[src/rtl/video_timing_detector.sv]
// Measures incoming hsync/vsync/de timing per frame, locks after LOCK_FRAMES identical
// frames and recovers the active pixel position for downstream capture logic.
module video_timing_detector #(
  parameter int H_W         = 12,
  parameter int V_W         = 11,
  parameter int LOCK_FRAMES = 2,
  parameter int TIMEOUT     = 4096
) (
  input  logic           clk_pix,
  input  logic           rst,
  input  logic           hsync,
  input  logic           vsync,
  input  logic           de,
  output logic [H_W-1:0] h_total,
  output logic [H_W-1:0] h_active,
  output logic [V_W-1:0] v_total,
  output logic [V_W-1:0] v_active,
  output logic           locked,
  output logic           pix_valid,
  output logic [H_W-1:0] pix_x,
  output logic [V_W-1:0] pix_y
);
  localparam int TO_W = $clog2(TIMEOUT + 1);

  typedef enum logic [1:0] {SEARCH, MEASURE, LOCKED} state_t;

  state_t          state, state_n;
  logic            hs_q, vs_q, de_q;
  logic [H_W-1:0]  hcnt, runcnt, f_hper, f_hact;
  logic [V_W-1:0]  f_lines, f_runs;
  logic            f_have_h, f_have_r, f_bad;
  logic [TO_W-1:0] to_cnt;
  logic [3:0]      match_cnt, mc_n;
  logic            first_pend, locked_n, commit;

  logic            h_rise, v_rise, de_rise, de_fall, timeout_hit, match;
  logic [H_W-1:0]  line_per, n_hper, n_hact;
  logic [V_W-1:0]  n_lines, n_runs;
  logic            n_have_h, n_have_r, n_bad;

  assign h_rise   = hsync & ~hs_q;
  assign v_rise   = vsync & ~vs_q;
  assign de_rise  = de & ~de_q;
  assign de_fall  = ~de & de_q;
  assign line_per = (&hcnt) ? hcnt : hcnt + 1'b1;
  assign timeout_hit = !h_rise && (to_cnt == TO_W'(TIMEOUT - 1));

  // Frame statistics including this cycle's events, so a v_rise commit sees
  // an h_rise/de edge that lands in the same cycle.
  always_comb begin
    n_hper   = f_hper;
    n_hact   = f_hact;
    n_have_h = f_have_h;
    n_have_r = f_have_r;
    n_lines  = f_lines;
    n_runs   = f_runs;
    n_bad    = f_bad;
    if (h_rise) begin
      if (!f_have_h) begin
        n_hper   = line_per;
        n_have_h = 1'b1;
      end else if (line_per != f_hper) n_bad = 1'b1;
      if (&line_per) n_bad = 1'b1;
      if (!(&f_lines)) n_lines = f_lines + 1'b1;
      if (&n_lines) n_bad = 1'b1;
    end
    if (de_fall) begin
      if (!f_have_r) begin
        n_hact   = runcnt;
        n_have_r = 1'b1;
      end else if (runcnt != f_hact) n_bad = 1'b1;
      if (&runcnt) n_bad = 1'b1;
    end
    if (de_rise) begin
      if (!(&f_runs)) n_runs = f_runs + 1'b1;
      if (&n_runs) n_bad = 1'b1;
    end
  end

  assign match = !n_bad && (n_hper != '0) && (n_hact != '0) && (n_lines != '0) &&
                 (n_runs != '0) && (n_hper == h_total) && (n_hact == h_active) &&
                 (n_lines == v_total) && (n_runs == v_active);

  always_comb begin
    state_n  = state;
    locked_n = locked;
    mc_n     = match_cnt;
    commit   = 1'b0;
    case (state)
      SEARCH: if (v_rise) begin
        state_n = MEASURE;
        mc_n    = '0;
      end
      MEASURE: if (v_rise) begin
        commit = 1'b1;
        if (!match) mc_n = '0;
        else if ({1'b0, match_cnt} + 5'd1 >= 5'(LOCK_FRAMES - 1)) begin
          state_n  = LOCKED;
          locked_n = 1'b1;
        end else mc_n = match_cnt + 4'd1;
      end
      LOCKED: if (v_rise) begin
        commit = 1'b1;
        if (!match) begin
          state_n  = MEASURE;
          locked_n = 1'b0;
          mc_n     = '0;
        end
      end
      default: state_n = SEARCH;
    endcase
    // Loss of hsync overrides everything; committed values are kept.
    if (timeout_hit) begin
      state_n  = SEARCH;
      locked_n = 1'b0;
      mc_n     = '0;
      commit   = 1'b0;
    end
  end

  always_ff @(posedge clk_pix or posedge rst) begin
    if (rst) begin
      state <= SEARCH;
      {hs_q, vs_q, de_q} <= '0;
      hcnt <= '0; runcnt <= '0; f_hper <= '0; f_hact <= '0;
      f_lines <= '0; f_runs <= '0; f_have_h <= 1'b0; f_have_r <= 1'b0; f_bad <= 1'b0;
      to_cnt <= '0; match_cnt <= '0; first_pend <= 1'b0; locked <= 1'b0;
      h_total <= '0; h_active <= '0; v_total <= '0; v_active <= '0;
      pix_valid <= 1'b0; pix_x <= '0; pix_y <= '0;
    end else begin
      state     <= state_n;
      locked    <= locked_n;
      match_cnt <= mc_n;
      hs_q <= hsync;
      vs_q <= vsync;
      de_q <= de;
      if (h_rise) hcnt <= '0;
      else if (!(&hcnt)) hcnt <= hcnt + 1'b1;
      if (de_rise) runcnt <= H_W'(1);
      else if (de && !(&runcnt)) runcnt <= runcnt + 1'b1;
      if (h_rise) to_cnt <= '0;
      else if (to_cnt != TO_W'(TIMEOUT)) to_cnt <= to_cnt + 1'b1;
      if (commit) begin
        h_total  <= n_hper;
        h_active <= n_hact;
        v_total  <= n_lines;
        v_active <= n_runs;
      end
      if (v_rise) begin
        f_hper <= '0; f_hact <= '0; f_lines <= '0; f_runs <= '0;
        f_have_h <= 1'b0; f_have_r <= 1'b0; f_bad <= 1'b0;
      end else begin
        f_hper <= n_hper; f_hact <= n_hact; f_lines <= n_lines; f_runs <= n_runs;
        f_have_h <= n_have_h; f_have_r <= n_have_r; f_bad <= n_bad;
      end
      pix_valid <= de;
      if (de) pix_x <= de_rise ? '0 : pix_x + 1'b1;
      if (de_rise) pix_y <= (first_pend || v_rise) ? '0 : pix_y + 1'b1;
      if (de_rise) first_pend <= 1'b0;
      else if (v_rise) first_pend <= 1'b1;
    end
  end
endmodule

[config.mk]
export PLATFORM = sky130hd
export DESIGN_NAME = video_timing_detector
export DESIGN_NICKNAME = d
export VERILOG_FILES = /design/src/rtl/video_timing_detector.sv
export SDC_FILE = /design/constraint.sdc
export NUM_CORES = 1
export LEC_CHECK = 0
export CORE_UTILIZATION = 60
export DETAILED_ROUTE_END_ITERATION = 7
export HOLD_SLACK_MARGIN = 0.02
export PLACE_DENSITY = 0.83
export SYNTH_ARGS = -nofsm -noshare
export SYNTH_HDL_FRONTEND = slang
export SYNTH_SLANG_ARGS = --single-unit
export TNS_END_PERCENT = 50
[constraint.sdc]
create_clock -name clk_pix -period 6.5 [get_ports clk_pix]
set_input_delay 1.3 -clock clk_pix [delete_from_list [all_inputs] [get_ports clk_pix]]
set_output_delay 1.3 -clock clk_pix [all_outputs]
set_load 0.05 [all_outputs]
==> flow_summary.toml <==
[status]
outcome = "finished, final reports clean"

[route]
dr.pass1.iters = 5
viasPerCell = 6.59
wl_um = 30000
ant_nets = 0
drcViolationCount = 0
wire_per_inst_um = 20.5
initialDrtViolationCount = 1052
vias = 9611

[worst_setup_path]
critPathKind = "input port to flip-flop"
arrival_ns = 5.45
rr_worst_depth = 11
cp_slowest_cell = "clkdlybuf4s50_1"
cpPeakStageDelay_ns = 0.82
worst-path-max-fanout = 19
endpoint_kind = "flip-flop"
cp-start-kind = "input port"
cp.buffers_inverters = 1
crit_chain = "clkdlybuf4s50_1 > or3b_1 > mux2i_4 > nor2_2 > or3_1 > or4_1 > nor4_2 > nand4_1 > o41ai_4 > o21ai_2 > a221oi_2"
worst-path-stages = 11
path_delay_family = "simple AND/OR/NAND/NOR gates"
cp.required_ns = 6.84

[clock_tree]
cts.sinks = 166
cts_setup_buffers = 0
ctsResizeCount = 0
cts_tree = "done"
hold_buffers = 0
numCtsBuffers = 17
clk_pin_slew_ns = 0.07
cts_root_buffer = "clkbuf_16"
h-tree-depth = 4
clock_insertion_delay_worst_skew_ns = 0.44
clockBufferDepth = 2

[power]
total_power_uw = 3350
max-vdd-ir-drop_mv = 0.209
p_per_area_mw_per_mm2 = 286
p_leak_uw = 0.00494

[logic_synthesis]
synth-seq-cells = 166
synth_area_mm2 = 0.0103
synth_flop_cell = "dfrtp_1"
yosysMostFrequentCell = "dfrtp_1"
syn_inst = 1195
syn_avg_cell_area_um2 = 8.63
syn_nets = 1213
synth_top_area_share_pct = 40.3
async_reset_ff_share_pct = 100
yosysWarnings = 0
netlist-cell-type-count = 86
synth_edf_count = 0
yosysTopAreaCell = "dfrtp_1"
synthTopCellsByCount = "dfrtp_1 (166), nor2_1 (147), nand2_1 (113), o21ai_0 (78), nand3_1 (63)"
synth_area_leaders = "dfrtp_1 (40%), nor2_1 (5.4%), xnor2_1 (4.4%)"
ys_seq_area_share_pct = 40.3

[run]
drv_cap = 0

[placement]
dp_hpwl_um = 20900
finalWeightedCongestion = 0.989
numPortBuffers = 75
post-place-ws_ns = 0.981
dpl-instance-area_mm2 = 0.0111
place_inst = 1427

[timing]
fmax_mhz = 196
drv_slew = 0
tightest_slew_ns = 0.974
fin_worst_skew_ns = 0.00845
rsz0062_at_grt = "false"
finalWorstSetupSlack_ns = 1.39
finalSetupViolCount = 0
hold_violations = 0
fin_crit_ns = 5.11
min_period_over_period_pct = 78.6
fin_setup_tns_ns = 0
max_slew_margin_pct = 33.4

[finish]
diodes = 0
nNetsFinal = 1244
fin_cells = 1459
final_area_mm2 = 0.0117
num-fill-cells = 1369
area_delta_synth_final_pct = 13.7
drive_gt1_share_pct = 6.86

[floorplan]
start_util_pct = 61.7
die_y_um = 133
ios = 76
placement_rows = 47
fp.coreArea_mm2 = 0.0167
die_w_um = 133
dieArea_mm2 = 0.0177

[min_path]
hold_path_depth = 2
hold_path_class = "flip-flop to flip-flop"

[global_routing]
overflow = 0
antenna_found_initial = 1
grt_max_degree = 95
grt_pass1_vias = 9164
grt_use_total_pct = 35.0
grt_pass1_wl_um = 48700
-- layout make-up --
cell class | count | area (um^2) | share of cell area [%]
multi-input combinational | 916 | 5720 | 48.8
sequential | 166 | 4150 | 35.4
timing repair buffer | 89 | 856 | 7.30
clock buffer | 19 | 453 | 3.86
tap | 220 | 275 | 2.35
inverter | 36 | 140 | 1.20
clock inverter | 13 | 124 | 1.06
-- sequential cells by signal, indices dropped and copies added, names as in the netlist --
register	flops
hcnt	12
f_have_h	1
h_active	12
vs_q	1
f_runs	11
locked	1
pix_y	11
match_cnt	4
state	2
f_lines	11
de_q	1
hs_q	1
f_hper	12
v_total	11
runcnt	12
v_active	11
f_hact	12
f_bad	1
pix_x	12
h_total	12
f_have_r	1
first_pend	1
to_cnt	13
-- kinds of logic after synthesis --
family                     Yosys count  share of synthesized area, %
and+or+nand+nor                    521                          25.4
AOI/OAI and AO/OA                  252                          16.7
DFF                                166                          40.3
buffers and inverters              113                          4.47
xor gates and xnor gates           105                          9.05
muxes                               25                          2.58
adders and majority gates           13                          1.58
-- worst min-delay path: cells and delay by family, from the launching register on --
kind | cells | cell delay [ns]
buf+inv | 1 | 0.07
simple gates | 1 | 0.05
flops | 1 | 0.36
-- placed cells by master, fill, tap and decap left out, types with 5 or more instances in the layout --
cell,count
o2111ai_1,5
o21ai_0,78
nor3b_1,5
inv_1,35
o211ai_1,8
ha_1,13
nor2b_1,6
or2_2,6
nand3_1,62
a2bb2oi_1,5
or4_1,6
nor2_1,147
or3_1,10
a21oi_1,39
buf_4,14
clkbuf_16,17
o22ai_1,7
mux2i_1,21
and3_1,18
clkdlybuf4s50_1,75
and4_1,11
nand4_1,36
xor2_1,52
nand2b_1,13
nor3_1,26
and2_1,11
a31oi_1,12
nor4_1,24
o31a_1,7
dfrtp_1,166
a211oi_1,5
xnor2_1,52
o31ai_1,11
nand2_1,113
a2111oi_0,7
-- through the flow --
stage	hold WS, ns	utilization (%)
after floorplan	0.460	-
after global placement	0.472	66.7
after detailed placement	0.509	66.7
after CTS	0.519	70.2
after global routing	0.544	70.2
final	0.518	70.2
-- final timing paths --
| kind | from | to | slack (ns) |
|---|---|---|---|
| min in group asynchronous | rst | f_have_h | 1.43 |
| worst min register to register | match_cnt[3] | match_cnt[3] | 0.52 |
| worst max register to register | hcnt[0] | locked | 1.98 |
| max in group asynchronous | rst | hcnt[7] | 3.99 |
| worst min-delay path | match_cnt[3] | match_cnt[3] | 0.52 |
| worst max-delay path | de | locked | 1.39 |
-- layer usage --
layer  global-route usage, %  share of wire, %
met1                    48.4                42
met2                    54.1                46
met3                    7.16               8.5
met4                    13.7               3.2
met5                       0                 0
-- power breakdown --
| part | internal, uW | switching [uW] | total, uW | leakage (uW) |
|---|---|---|---|---|
| clock | 553 | 446 | 999 | 0.000282 |
| combinational | 387 | 656 | 1040 | 0.00240 |
| sequential | 1130 | 179 | 1310 | 0.00225 |
No activity file was read; power rests on OpenSTA's default activity.
